[src/rtl/pl_reset_pkg.sv]
// Shared types and default constants for the processor-local reset sequencer.
package pl_reset_pkg;

  typedef enum logic [2:0] {
    ST_ASSERT,
    ST_HOLD,
    ST_REL_IC,
    ST_REL_PERIPH,
    ST_RUN
  } state_t;

  typedef enum logic [1:0] {
    CAUSE_EXT = 2'b00,
    CAUSE_AUX = 2'b01,
    CAUSE_SW  = 2'b10,
    CAUSE_DCM = 2'b11
  } cause_t;

  localparam int unsigned DEF_NUM_PERIPH      = 4;
  localparam int unsigned DEF_HOLD_CYCLES     = 16;
  localparam int unsigned DEF_STAGGER_CYCLES  = 2;
  localparam int unsigned DEF_DEBOUNCE_CYCLES = 4;

endpackage

[src/rtl/pl_reset_debounce.sv]
// Debounce for an already-synchronous level: asserts after DEBOUNCE_CYCLES
// consecutive high samples, drops on the first low sample.
module pl_reset_debounce
  import pl_reset_pkg::*;
#(
  parameter int unsigned DEBOUNCE_CYCLES = DEF_DEBOUNCE_CYCLES
) (
  input  logic clk,
  input  logic rst,
  input  logic din,
  output logic dout
);

  localparam int unsigned CW = $clog2(DEBOUNCE_CYCLES + 1);

  logic [CW-1:0] cnt;

  always_ff @(posedge clk) begin
    if (rst || !din) begin
      cnt  <= '0;
      dout <= 1'b0;
    end else if (cnt == CW'(DEBOUNCE_CYCLES - 1)) begin
      dout <= 1'b1;
    end else begin
      cnt <= cnt + CW'(1);
    end
  end

endmodule

[src/rtl/pl_reset_sequencer.sv]
// Reset sequencer: holds all resets after the last source clears, releases the
// interconnect, then staggers peripheral channel releases before RUN.
module pl_reset_sequencer
  import pl_reset_pkg::*;
#(
  parameter int unsigned NUM_PERIPH      = DEF_NUM_PERIPH,
  parameter int unsigned HOLD_CYCLES     = DEF_HOLD_CYCLES,
  parameter int unsigned STAGGER_CYCLES  = DEF_STAGGER_CYCLES,
  parameter int unsigned DEBOUNCE_CYCLES = DEF_DEBOUNCE_CYCLES
) (
  input  logic                  slowest_sync_clk,
  input  logic                  ext_reset_in,
  input  logic                  aux_reset_in,
  input  logic                  dcm_locked,
  input  logic                  sw_reset_req,
  output logic                  bus_struct_reset,
  output logic                  interconnect_aresetn,
  output logic [NUM_PERIPH-1:0] peripheral_aresetn,
  output logic [NUM_PERIPH-1:0] peripheral_reset,
  output logic                  reset_done,
  output logic [1:0]            reset_cause
);

  localparam int unsigned HOLD_W = $clog2(HOLD_CYCLES + 1);
  localparam int unsigned STAG_W = $clog2(STAGGER_CYCLES + 1);
  localparam int unsigned IDX_W  = $clog2(NUM_PERIPH + 1);

  state_t                state_q, state_d;
  cause_t                cause_q, cause_d;
  logic [HOLD_W-1:0]     hold_q, hold_d;
  logic [STAG_W-1:0]     stag_q, stag_d;
  logic [IDX_W-1:0]      idx_q, idx_d;
  logic                  bsr_q, bsr_d;
  logic                  ic_q, ic_d;
  logic [NUM_PERIPH-1:0] per_q, per_d;
  logic [NUM_PERIPH-1:0] prst_q;
  logic                  done_q, done_d;
  logic                  aux_db;
  logic                  src_active;

  pl_reset_debounce #(
    .DEBOUNCE_CYCLES(DEBOUNCE_CYCLES)
  ) u_aux_debounce (
    .clk (slowest_sync_clk),
    .rst (ext_reset_in),
    .din (aux_reset_in),
    .dout(aux_db)
  );

  always_comb begin
    state_d    = state_q;
    cause_d    = cause_q;
    hold_d     = hold_q;
    stag_d     = stag_q;
    idx_d      = idx_q;
    bsr_d      = bsr_q;
    ic_d       = ic_q;
    per_d      = per_q;
    done_d     = done_q;
    // Software requests only count once the system is fully running.
    src_active = !dcm_locked || aux_db || (sw_reset_req && state_q == ST_RUN);

    if (src_active) begin
      state_d = ST_ASSERT;
      hold_d  = '0;
      stag_d  = '0;
      idx_d   = '0;
      bsr_d   = 1'b1;
      ic_d    = 1'b0;
      per_d   = '0;
      done_d  = 1'b0;
      if (state_q != ST_ASSERT) begin
        if (!dcm_locked)  cause_d = CAUSE_DCM;
        else if (aux_db)  cause_d = CAUSE_AUX;
        else              cause_d = CAUSE_SW;
      end
    end else begin
      unique case (state_q)
        ST_ASSERT: begin
          state_d = ST_HOLD;
          hold_d  = '0;
        end
        ST_HOLD: begin
          if (hold_q == HOLD_W'(HOLD_CYCLES)) begin
            state_d = ST_REL_IC;
            bsr_d   = 1'b0;
            ic_d    = 1'b1;
            stag_d  = '0;
            idx_d   = '0;
          end else begin
            hold_d = hold_q + HOLD_W'(1);
          end
        end
        // The stagger count starts on the interconnect-release edge, so with a
        // one-cycle stagger the first channel leaves straight out of REL_IC.
        ST_REL_IC, ST_REL_PERIPH: begin
          if (stag_q == STAG_W'(STAGGER_CYCLES - 1)) begin
            stag_d = '0;
            per_d  = per_q | (NUM_PERIPH'(1) << idx_q);
            idx_d  = idx_q + IDX_W'(1);
            if (idx_q == IDX_W'(NUM_PERIPH - 1)) begin
              state_d = ST_RUN;
              done_d  = 1'b1;
            end else begin
              state_d = ST_REL_PERIPH;
            end
          end else begin
            stag_d  = stag_q + STAG_W'(1);
            state_d = ST_REL_PERIPH;
          end
        end
        ST_RUN: ;
        default: state_d = ST_ASSERT;
      endcase
    end
  end

  always_ff @(posedge slowest_sync_clk) begin
    if (ext_reset_in) begin
      state_q <= ST_ASSERT;
      cause_q <= CAUSE_EXT;
      hold_q  <= '0;
      stag_q  <= '0;
      idx_q   <= '0;
      bsr_q   <= 1'b1;
      ic_q    <= 1'b0;
      per_q   <= '0;
      prst_q  <= '1;
      done_q  <= 1'b0;
    end else begin
      state_q <= state_d;
      cause_q <= cause_d;
      hold_q  <= hold_d;
      stag_q  <= stag_d;
      idx_q   <= idx_d;
      bsr_q   <= bsr_d;
      ic_q    <= ic_d;
      per_q   <= per_d;
      prst_q  <= ~per_d;
      done_q  <= done_d;
    end
  end

  assign bus_struct_reset     = bsr_q;
  assign interconnect_aresetn = ic_q;
  assign peripheral_aresetn   = per_q;
  assign peripheral_reset     = prst_q;
  assign reset_done           = done_q;
  assign reset_cause          = cause_q;

endmodule

[config.mk]
export PLATFORM = sky130hd
export DESIGN_NAME = pl_reset_sequencer
export DESIGN_NICKNAME = d
export VERILOG_FILES = /design/src/rtl/pl_reset_pkg.sv /design/src/rtl/pl_reset_debounce.sv /design/src/rtl/pl_reset_sequencer.sv
export SDC_FILE = /design/constraint.sdc
export NUM_CORES = 1
export LEC_CHECK = 0
export CAP_MARGIN = 20
export CORE_ASPECT_RATIO = 2
export CORE_MARGIN = 10
export CORE_UTILIZATION = 45
export DETAILED_ROUTE_END_ITERATION = 10
export PLACE_DENSITY_LB_ADDON = 0.3
export SYNTH_ARGS = -nofsm -noshare
export SYNTH_HDL_FRONTEND = slang
export SYNTH_HIERARCHICAL = 1
export SYNTH_SLANG_ARGS = --single-unit
[constraint.sdc]
create_clock -name slowest_sync_clk -period 3.9 [get_ports slowest_sync_clk]
set_input_delay 0.78 -clock slowest_sync_clk [delete_from_list [all_inputs] [get_ports slowest_sync_clk]]
set_output_delay 0.78 -clock slowest_sync_clk [all_outputs]
set_load 0.03 [all_outputs]
* Yosys cells after proc, flatten, opt, wreduce, memory -nomap -nowiden
Index checks and enable logic that the tools add are counted.
Word-level totals: register bits 30, input bits 5, output and inout bits 13, word-level logic and storage cells 67
Cells by class: add/sub/neg operators 4, equal/unequal tests 11, shifts and indexed selects 1, muxes and demuxes 17, bitwise gates (word level) 3, reduce and logical (&&, ||, !) cells 19
Operators by type and width (count):
- two-way mux 3 bit | 5
- equality test 3 x 2 -> 1 bit, second input constant | 4
- two-way mux 4 bit | 3
- one-hot mux 3 bit (4 select lines) | 1
- one-hot mux 5 bit (2 select lines) | 1
- AND reduction 2 bit | 5
- two-way mux 2 bit | 4
- adder 3 x 1 -> 3 bit, second input constant | 2
- != test 2 bit, second input constant | 3
- one-hot mux 3 bit (2 select lines) | 1
- AND reduction 3 bit | 2
- adder 5 x 1 -> 5 bit, second input constant | 1
- equality test 5 bit, second input constant | 1
- two-way mux 5 bit | 1
- NOT 4 bit | 1
- OR 4 bit | 1
- one-hot mux 2 bit (2 select lines) | 1
- nonzero test 2 bit | 2
- OR reduction 2 bit | 2
- left shift 1 x 3 -> 4 bit, first input constant | 1
- equality test 3 x 1 -> 1 bit, second input constant | 1
- equality test 3 bit, second input constant | 1
- logical NOT 3 bit | 1
- logical OR 1 bit | 3
- 6 further kinds | 7

* Longest topological paths before layout
word-level depth 6, gate-level depth with buffers 6, mapped depth without buffers 6

* Modules after synthesis
Netlist, hierarchy kept.
Modules (own cells, without submodules):
- pl_reset_sequencer | instances 1, cells an instance 126, area each 1144.8 µm², seq. area each 520.5 µm²
- pl_reset_debounce | instances 1, cells an instance 16, area each 170.2 µm², seq. area each 80.1 µm²

* Least setup slack after synthesis
Ideal clock, no wire load.
kind input-to-reg, from input port dcm_locked, to register prst_q[2] (netlist: peripheral_reset[2]), setup time 0.120 ns, arrival time 1.385 ns, data required time 3.780 ns, slack 2.395 ns, stages on the path 5, buffers on the path 1, cells stage by stage nand2b_1 nor2_1 nand2_1 buf_2 or2_1
On the way: longest elaborated chain between the ends 5
RTL lines:
- start, declared | line pl_reset_sequencer.sv:14 | input logic dcm_locked,
- logical NOT 1 bit
- logical OR 1 bit (2 in series) | line pl_reset_sequencer.sv:61 | src_active = !dcm_locked || aux_db || (sw_reset_req && state_q == ST_RUN);
- two-way mux 4 bit | line pl_reset_sequencer.sv:63 | if (src_active) begin
- NOT 4 bit | line pl_reset_sequencer.sv:139 | prst_q <= ~per_d;
- end signal, assigned | line pl_reset_sequencer.sv:139
- end, declared | line pl_reset_sequencer.sv:36 | logic [NUM_PERIPH-1:0] prst_q;
No other way between the ends. A chain may end at the register's enable or synchronous reset.

* Worst setup path in the final report
from input port dcm_locked, to register prst_q[3] (netlist: peripheral_reset[3])
The elaborated chain is that of the path after synthesis.

==> results by group <==
Status
  – Status: complete, no violations

Detailed routing
  – Drt wl/cell: 12.94 microns
  – Vias per std cell: 5.358
  – DR DRC count: 0
  – WL final: 2498 microns
  – Number of DRC markers in iteration 0: 17
  – Post-route ant nets: 0
  – Drt pass-1 iters: 4
  – DR vias: 1034

Finish
  – Layout Cells excl Fill: 193
  – Most frequent cells in the layout: 30 x dfxtp_1, 24 x nor2_1, 17 x clkdlybuf4s50_1
  – ANT cells: 0
  – Area delta synth->final: 21.03%
  – Layout Utilization: 57.45%
  – Layout cells sized above 1: 7.927%
  – Nets: 177
  – Commonest non-fill, non-tap cell in the layout: dfxtp_1
  – Fill cell count: 256

Synth
  – Sequential share of the synthesized area: 45.67%
  – Syn Nets: ~160
  – Yosys reg bits: 30
  – Cell count after synthesis: 142
  – Synth warnings: 6
  – Mean Syn Cell Area: around 9.3 sq um
  – Post-synthesis cell type count: 35
  – Cell area after synthesis: 1315 sq um

STA
  – Highest clock rate: 458.4 MHz
  – Crit share post-route: 55.93%
  – Fin. Hold Viols: 0
  – RSZ-0062 raised after global routing: false
  – Count of final setup violators: 0
  – Slew @ Worst Pin: 0.7284 ns
  – Max_slew headroom: just over 50%
  – Slew Viols, Final: 0
  – Worst hold slack: 0.4597 ns
  – Tmin final: roughly 2.2 ns
  – Post-route setup slack: 1.719 ns
  – Setup tns final: 0 ns
  – Final Skew: 0.004147 ns

Critical path
  – Required time worst endpoint: 4.07 ns
  – Startpoint types: primary input
  – Worst path slowest cell: clkdlybuf4s50_1
  – Worst-case reg-to-reg path depth: 3
  – Critical path class: in2reg
  – Crit-path cells: clkdlybuf4s50_1 > nand2b_1 > nor2_1 > nand2_1 > or2_2
  – CP Max Fanout: 24
  – Worst EP arrival: 2.35 ns
  – Setup crit end kind: flip-flop
  – Slowest stage delay, CP: 0.51 ns

Floorplan
  – CORE AREA: 2770 sq um
  – Starting Density: 47.47%
  – Cell Rows: 27
  – Die height: 96.45 microns
  – Die W: between 50 and 60 microns
  – Die ar.: 5616 sq um
  – # IOs: 18

Power
  – Max IR drop VDD: 0.0002420 V
  – Sw Ratio: between 20% and 30%
  – PD cells: 369.6 nW/um^2
  – Leak: 0.6065 nW
  – Switch Pwr: 0.1254 mW
  – Comb pwr share: 4.2%
  – Sequential power share: 53.1%
  – Cell-internal power: 0.4628 mW
  – Power share of the clock group: 42.7%

Clocking
  – CTS tree: yes
  – Clk slew on worst S/H paths: 0.06 ns
  – CTS Buffer Depth: 2
  – Clk sinks: 30
  – PostCTS Resize Cnt: 0
  – CTS root buf: clkbuf_8
  – Number of H-tree levels: 2
  – TritonCTS Buffers: 5
  – Worst-Skew Late Latency: 0.28 ns
  – Post-CTS setup buffer count: 0
  – Hold Buf Count CTS: 0

Global route
  – GRT Util Overall: 10.33%
  – Initial antenna violation count: 0
  – Largest net degree at the start of global routing: 25
  – First-pass GRT wire length: 4409 microns
  – Total gr overflow: 0
  – Vias in the first global route: between 1000 and 1500

Hold path
  – Min-delay worst type: reg2reg
  – Hold Path Depth: 1

Placement
  – Routability Congestion: 0.7143
  – Port-buffer cells: 17
  – DP Cell Count: 185
  – Place WS: 1.425 ns
  – DP HPWL: 1924 microns

Flow run
  – Max_cap viols: 0
## stage by stage
step / instance area, sq um / power, mW
after CTS: 1592 / 0.5965
after global placement: 1500 / 0.3434
after floorplan: 1315 / 0.3342
after detailed placement: 1500 / 0.3444
final: 1592 / 0.5883
after global routing: 1592 / 0.6138
## kinds of logic (layout without fill, tap and decap cells)
family                   after synthesis  in the layout  share of synthesized area (%)
multiplexers                           2              2                          1.522
AND/OR/NAND/NOR                       63             63                          28.26
AO/OA/AOI/OAI                         24             24                          10.85
XOR/XNOR                               1              1                         0.6662
buffers and inverters                 13             35                          4.472
adder cells (fa/ha/maj)                9              9                          8.563
flip-flops                            30             30                          45.67
## area by class of cell
| class | count | area, sq um | share of cell area, % |
|---|---|---|---|
| repair buffers | 17 | 170.2 | 10.69 |
| clock inverters | 1 | 5.005 | 0.3145 |
| clock buffers | 7 | 86.33 | 5.425 |
| inverters | 10 | 37.54 | 2.358 |
| multi-input cells | 99 | 655.6 | 41.19 |
| well taps | 29 | 36.28 | 2.280 |
| flip-flops and latches | 30 | 600.6 | 37.74 |
## layer usage
layer / track usage, % / routed length [microns] / vias up
met5: 0 / 0 / -
met4: 8.858 / 123 / 0
met3: 4.052 / 100 / 11
met2: 18.79 / 1390 / 11
met1: 8.219 / 884 / 489
li1: - / - / 523
## registers in the layout (all words and copies together) (netlist names), 2 cells and up
| name | count |
|---|---|
| hold_q | 5 |
| peripheral_aresetn | 4 |
| peripheral_reset | 4 |
| idx_q | 3 |
| state_q | 3 |
| u_aux_debounce/cnt | 3 |
| reset_cause | 2 |
| stag_q | 2 |
## critical path, delay by kind of cell
family                 cells  cell delay, ns
buffers and inverters      1            0.51
AND/OR/NAND/NOR            4            1.04
## synth_stat cells (all sizes together)
library cell	n	share of area (%)
a211oi	2	1.1
a21o	1	0.57
a21oi	12	4.6
a22oi	1	0.57
a311oi	1	0.67
a31oi	3	1.4
and2	1	0.48
and3	2	0.95
and4b	1	0.76
and4bb	1	0.95
buf	3	1.6
dfxtp	30	46
ha	9	8.6
inv	10	2.9
mux2i	2	1.5
nand2	8	2.3
nand2b	3	2.0
nand3	8	3.8
nand3b	1	0.57
nand4bb	3	3.8
nor2	25	7.7
nor2b	2	0.95
nor3	1	0.38
nor4bb	1	0.76
o21ai	3	1.1
o21ba	1	0.76
or2	4	1.9
or3	2	0.95
xor2	1	0.67
## worst paths after layout
check                                   endpoint                     startpoint  slack (ns)
setup / recovery  peripheral_reset[3]$_SDFF_PP1_                     dcm_locked        1.72
hold / removal     bus_struct_reset$_SDFFE_PP1P_  bus_struct_reset$_SDFFE_PP1P_        0.46
hold reg to reg    bus_struct_reset$_SDFFE_PP1P_  bus_struct_reset$_SDFFE_PP1P_        0.46
setup reg to reg  peripheral_reset[3]$_SDFF_PP1_        state_q[1]$_SDFFE_PP0P_        2.10
## power by group through the flow
stage	Sequential (mW)	Clock [mW]	Combinational, mW
after CTS	0.312	0.259	0.0251
after floorplan	0.321	0	0.0132
after global placement	0.319	0	0.0242
after global routing	0.313	0.272	0.0285
after detailed placement	0.319	0	0.0251
final	0.313	0.251	0.0248
Power figures use the tool's default switching activity.
